### src/rtl/masked_data_queue.sv
// masked_data_queue: parametrised FIFO holding a {data, mask} pair per entry.
// Optional FLOW (empty-queue bypass) and PIPE (accept while full and draining)
// modes, synchronous flush, occupancy count and almost-full flag.
// Optional feature macro: MASKED_QUEUE_HWM_EN adds io_hwm, the high-water
// mark of io_count, cleared by reset only.
module masked_data_queue #(
    parameter int DATA_W    = 64,
    parameter int MASK_W    = DATA_W / 8,
    parameter int DEPTH     = 8,
    parameter int FLOW      = 0,
    parameter int PIPE      = 0,
    parameter int AF_THRESH = DEPTH - 2
) (
    input  logic                     clock,
    input  logic                     reset,
    input  logic                     io_flush,
    output logic                     io_enq_ready,
    input  logic                     io_enq_valid,
    input  logic [MASK_W-1:0]        io_enq_bits_mask,
    input  logic [DATA_W-1:0]        io_enq_bits_data,
    input  logic                     io_deq_ready,
    output logic                     io_deq_valid,
    output logic [MASK_W-1:0]        io_deq_bits_mask,
    output logic [DATA_W-1:0]        io_deq_bits_data,
    output logic [$clog2(DEPTH):0]   io_count,
    output logic                     io_almost_full
`ifdef MASKED_QUEUE_HWM_EN
    ,
    output logic [$clog2(DEPTH):0]   io_hwm
`endif
);

    localparam int PTR_W = $clog2(DEPTH);
    localparam int CNT_W = PTR_W + 1;
    localparam int ENT_W = DATA_W + MASK_W;
    localparam logic [CNT_W-1:0] DEPTH_CNT = CNT_W'(DEPTH);
    localparam logic [CNT_W-1:0] AF_CNT    = CNT_W'(AF_THRESH);
    localparam logic FLOW_EN = (FLOW != 0);
    localparam logic PIPE_EN = (PIPE != 0);

    // Pointer and occupancy state
    logic [PTR_W-1:0] enq_ptr_r;
    logic [PTR_W-1:0] deq_ptr_r;
    logic             maybe_full_r;

    // Entry storage, mask packed in the low bits
    logic [ENT_W-1:0] mem_r [DEPTH];

    logic             ptr_match_s;
    logic             empty_s;
    logic             full_s;
    logic             do_enq_s;
    logic             do_deq_s;
    logic             bypass_s;
    logic             enq_adv_s;
    logic             deq_adv_s;
    logic [ENT_W-1:0] enq_entry_s;
    logic [ENT_W-1:0] head_s;
    logic [PTR_W-1:0] ptr_diff_s;
    logic [CNT_W-1:0] count_s;

    // Derive empty/full from the pointer pair and the wrap-disambiguation flag
    always_comb begin
        ptr_match_s = (enq_ptr_r == deq_ptr_r);
        empty_s     = ptr_match_s & ~maybe_full_r;
        full_s      = ptr_match_s & maybe_full_r;
    end

    // Ready/valid generation; flush blocks both sides regardless of mode
    always_comb begin
        io_enq_ready = 1'b0;
        io_deq_valid = 1'b0;
        if (io_flush) begin
            io_enq_ready = 1'b0;
            io_deq_valid = 1'b0;
        end else begin
            if (PIPE_EN) begin
                io_enq_ready = ~full_s | io_deq_ready;
            end else begin
                io_enq_ready = ~full_s;
            end
            if (FLOW_EN && empty_s) begin
                io_deq_valid = io_enq_valid;
            end else begin
                io_deq_valid = ~empty_s;
            end
        end
    end

    // Handshakes; a bypassed entry never touches storage or pointers
    always_comb begin
        do_enq_s  = io_enq_ready & io_enq_valid;
        do_deq_s  = io_deq_ready & io_deq_valid;
        bypass_s  = FLOW_EN & empty_s & do_deq_s;
        enq_adv_s = do_enq_s & ~bypass_s;
        deq_adv_s = do_deq_s & ~bypass_s;
    end

    // Head entry selection: the producer's word when bypassing, else storage
    always_comb begin
        enq_entry_s = {io_enq_bits_data, io_enq_bits_mask};
        head_s      = mem_r[deq_ptr_r];
        if (FLOW_EN && empty_s) begin
            io_deq_bits_mask = io_enq_bits_mask;
            io_deq_bits_data = io_enq_bits_data;
        end else begin
            io_deq_bits_mask = head_s[MASK_W-1:0];
            io_deq_bits_data = head_s[ENT_W-1:MASK_W];
        end
    end

    // Occupancy from registered state only
    always_comb begin
        ptr_diff_s = enq_ptr_r - deq_ptr_r;
        if (full_s) begin
            count_s = DEPTH_CNT;
        end else begin
            count_s = {1'b0, ptr_diff_s};
        end
        io_count       = count_s;
        io_almost_full = (count_s >= AF_CNT);
    end

    // Pointer and full-flag update; reset outranks flush
    always_ff @(posedge clock) begin
        if (reset) begin
            enq_ptr_r    <= {PTR_W{1'b0}};
            deq_ptr_r    <= {PTR_W{1'b0}};
            maybe_full_r <= 1'b0;
        end else if (io_flush) begin
            enq_ptr_r    <= {PTR_W{1'b0}};
            deq_ptr_r    <= {PTR_W{1'b0}};
            maybe_full_r <= 1'b0;
        end else begin
            if (enq_adv_s) begin
                enq_ptr_r <= enq_ptr_r + PTR_W'(1);
            end
            if (deq_adv_s) begin
                deq_ptr_r <= deq_ptr_r + PTR_W'(1);
            end
            if (enq_adv_s != deq_adv_s) begin
                maybe_full_r <= enq_adv_s;
            end
        end
    end

    // Storage write at the tail; in PIPE mode while full this is the slot being freed
    always_ff @(posedge clock) begin
        if (enq_adv_s) begin
            mem_r[enq_ptr_r] <= enq_entry_s;
        end
    end

`ifdef MASKED_QUEUE_HWM_EN
    logic [CNT_W-1:0] hwm_r;

    // High-water mark of occupancy; survives flush, cleared by reset
    always_ff @(posedge clock) begin
        if (reset) begin
            hwm_r <= {CNT_W{1'b0}};
        end else if (count_s > hwm_r) begin
            hwm_r <= count_s;
        end
    end

    assign io_hwm = hwm_r;
`endif

endmodule
### config.mk
export PLATFORM = sky130hd
export DESIGN_NAME = masked_data_queue
export DESIGN_NICKNAME = d
export VERILOG_FILES = /design/src/rtl/masked_data_queue.sv
export SDC_FILE = /design/constraint.sdc
export NUM_CORES = 1
export LEC_CHECK = 0
export CAP_MARGIN = 20
export CORE_UTILIZATION = 50
export DETAILED_ROUTE_END_ITERATION = 8
export GPL_ROUTABILITY_DRIVEN = 1
export PLACE_DENSITY = 0.69
export SLEW_MARGIN = 20
export SYNTH_ARGS = -nofsm -noshare
export SYNTH_HDL_FRONTEND = slang
export SYNTH_SLANG_ARGS = --single-unit
### constraint.sdc
create_clock -name clock -period 11.9 [get_ports clock]
set_clock_uncertainty 0.05 [all_clocks]
set_input_delay 2.38 -clock clock [delete_from_list [all_inputs] [get_ports clock]]
set_output_delay 2.38 -clock clock [all_outputs]
set_load 0.02 [all_outputs]
==> metrics.txt <==
post-route minimum period=6.258 ns; CP arrival=3.83 ns; Placer Congestion=0.7482; Mapped Cells=912; adder-cell share of the synthesized area=0.3114%; peak supply drop=0.00009672 V; largest net degree at the start of global routing=110; CTS hold repair buffers=0; Fin. Hold Viols=0; Fmax=159.8 MHz; commonest non-fill, non-tap cell in the layout=edfxtp_1; area delta synth->final=17.52%; Chip Width=214.1 um; CTS tree=built; compound-gate portion of the synthesized area=0.2891%; CTS Sinks=586; number of vias per cell=5.597; DIE HEIGHT=214.1 um; FF/Latch Area=17510 sq um; Setup crit end kind=primary output; critical-path cell list=buf_12 -> mux4_2 -> mux2_2 -> clkdlybuf4s50_1; post-layout utilization of the core=59.67%; post-synthesis xor/xnor area fraction=0.1168%; outcome=finished clean; final period utilization=52.59%; setup TNS=0 ns; drt drc=0; Setup Crit Path Kind=register to primary output; row count=77; WHS Path Cells=2; Detailed Place HPWL=21.20 mm; final worst slack=5.642 ns; total power=4.165 mW; Warnings, synthesis=0; required time worst endpoint=9.47 ns; Finish-stage setup viols=0; proportion of synthesized area in mux cells=19.33%; clock latency on the worst-skew pair=0.59 ns; Starting Density=50.77%; RSZ-0062 raised after global routing=false; Multi-input gate area=4723 sq um; post-CTS setup buffer count=0; pwr dens=157.5 nW/um^2; Worst Max-Slew Pin Slew=1.093 ns; via count=9734; grt ovf=0; register area share after synthesis=77.76%; TritonCTS Buffers=56; worst slack at placement=5.824 ns; clock buffer depth=3; post-CTS sizing=0; number of fill cells=3141; ANT cells=0; layout cells sized above 1=27.72%; leakage power=8.195 nW; clk root buf=clkbuf_16; Final ANT Viol Nets=0; unique cell type count in the Yosys netlist=33; total wire length=41.40 mm; first drt pass iteration count=5; routed len/inst=23.81 um; Worst path slowest cell=dfxtp_4; Critical Path Fanout Max=109; # H-tree levels=2; Mapped Nets=994; core area=44320 sq um; vias in the first global route=10510; HP Class=register to register; Reg clk slew, reported paths=0.06 ns; max-slew violation count=0; IO Port Bufs=155; total die area=45860 sq um; Post-Syn Area per Cell=24.67 sq um; Max-Cap Viols=0; most frequent cells in the layout=576 x edfxtp_1, 155 x clkdlybuf4s50_1, 144 x mux4_2; Finished Cell Area=26440 sq um; Post-Synth Simple-Gate Area=0.7451%; Post-DP Area=24700 sq um; slew margin rel.=27.11%; synthesized cell area=22500 sq um; Ports=156; 1st-iter DRT viols=650; CP Launch Type=register; first-pass GRT wire length=63.68 mm; Post-layout nets=1184; initial antenna violation count=2; R2R depth=7; main combinational cell family by area after synthesis=multiplexers; Seq cells post-synth=586; Total GRT Usage=18.61%; CP max stage delay=0.86 ns
==> worst paths after layout <==
path / start / to / slack, ns
max reg2reg: enq_ptr_r[0] / mem_r[2][65] / 8.09
min reg2reg: deq_ptr_r[1] / register / 0.45
min: deq_ptr_r[1] / register / 0.45
max: register / io_deq_bits_mask[3] / 5.64
==> through the flow <==
step                      std cells  hold WS [ns]
after floorplan                 912        0.4170
after global placement         1636        0.4435
after detailed placement       1636        0.4475
after CTS                      1739        0.4571
after global routing           1739        0.4849
final                          1739        0.4461
==> synth_stat cells <==
library cell  number  area share, %
a211o_1            1          0.039
inv_1              6           0.10
mux2i_1            7           0.31
or3_1              2          0.056
clkbuf_1          10           0.17
ha_1               4           0.22
clkbuf_2           1          0.022
xnor2_1            2          0.078
mux2_4            60            4.0
nor3_1             7           0.16
nand2_1           14           0.23
o311a_1            1          0.044
mux4_2           144             14
a21boi_0           1          0.033
buf_1              6           0.10
buf_12             7           0.62
nand2b_1           2          0.056
buf_4              1          0.033
nor2_1             9           0.15
o21ai_0            2          0.044
o2111ai_1          1          0.039
xor2_1             1          0.039
and3_1             1          0.028
dfxtp_1           10           0.89
buf_6              1          0.050
buf_2             16           0.36
edfxtp_1         576             77
o31a_1             1          0.039
o22ai_1            1          0.028
nand3_1            3          0.067
a21oi_1            1          0.022
fa_1               1          0.089
mux2_2            12           0.60
==> registers in the layout, summed over array words and instances (netlist names), named ones only <==
name,cells
mem_r,576
deq_ptr_r,3
enq_ptr_r,3
maybe_full_r,1
==> kinds of logic after synthesis <==
logic type	after synthesis
AOI/OAI and AO/OA	9
xor gates and xnor gates	3
adders and majority gates	5
buffers and inverters	48
DFF	586
muxes	223
and+or+nand+nor	38
==> routing by layer <==
layer | global-route usage [%] | vias up | part of all wire (%)
li1 | - | 4266 | -
met1 | 26.43 | 5164 | 44
met2 | 29.73 | 237 | 49
met5 | 0 | - | 0.068
met4 | 5.500 | 4 | 1.9
met3 | 3.461 | 63 | 4.9
==> critical path, delay by kind of cell (launching register included) <==
family,cells,cell delay (ns)
buffers and inverters,2,1.29
flip-flops,1,0.86
multiplexers,2,0.88
==> final cells by class <==
cell class	count	area share, %
clock buffers	77	5.829
clock inverters	26	0.7618
inverters	6	0.08517
multi-input cells	278	17.86
flip-flops and latches	586	66.21
well taps	592	2.801
repair buffers	174	6.454
==> report_power, final <==
group	switching [mW]	internal [mW]	total (mW)
logic	0.0938	0.102	0.196
clock network	0.710	0.966	1.68
registers	0.00749	2.29	2.29
total	0.812	3.35	4.17
No activity file was read; power rests on OpenSTA's default activity.
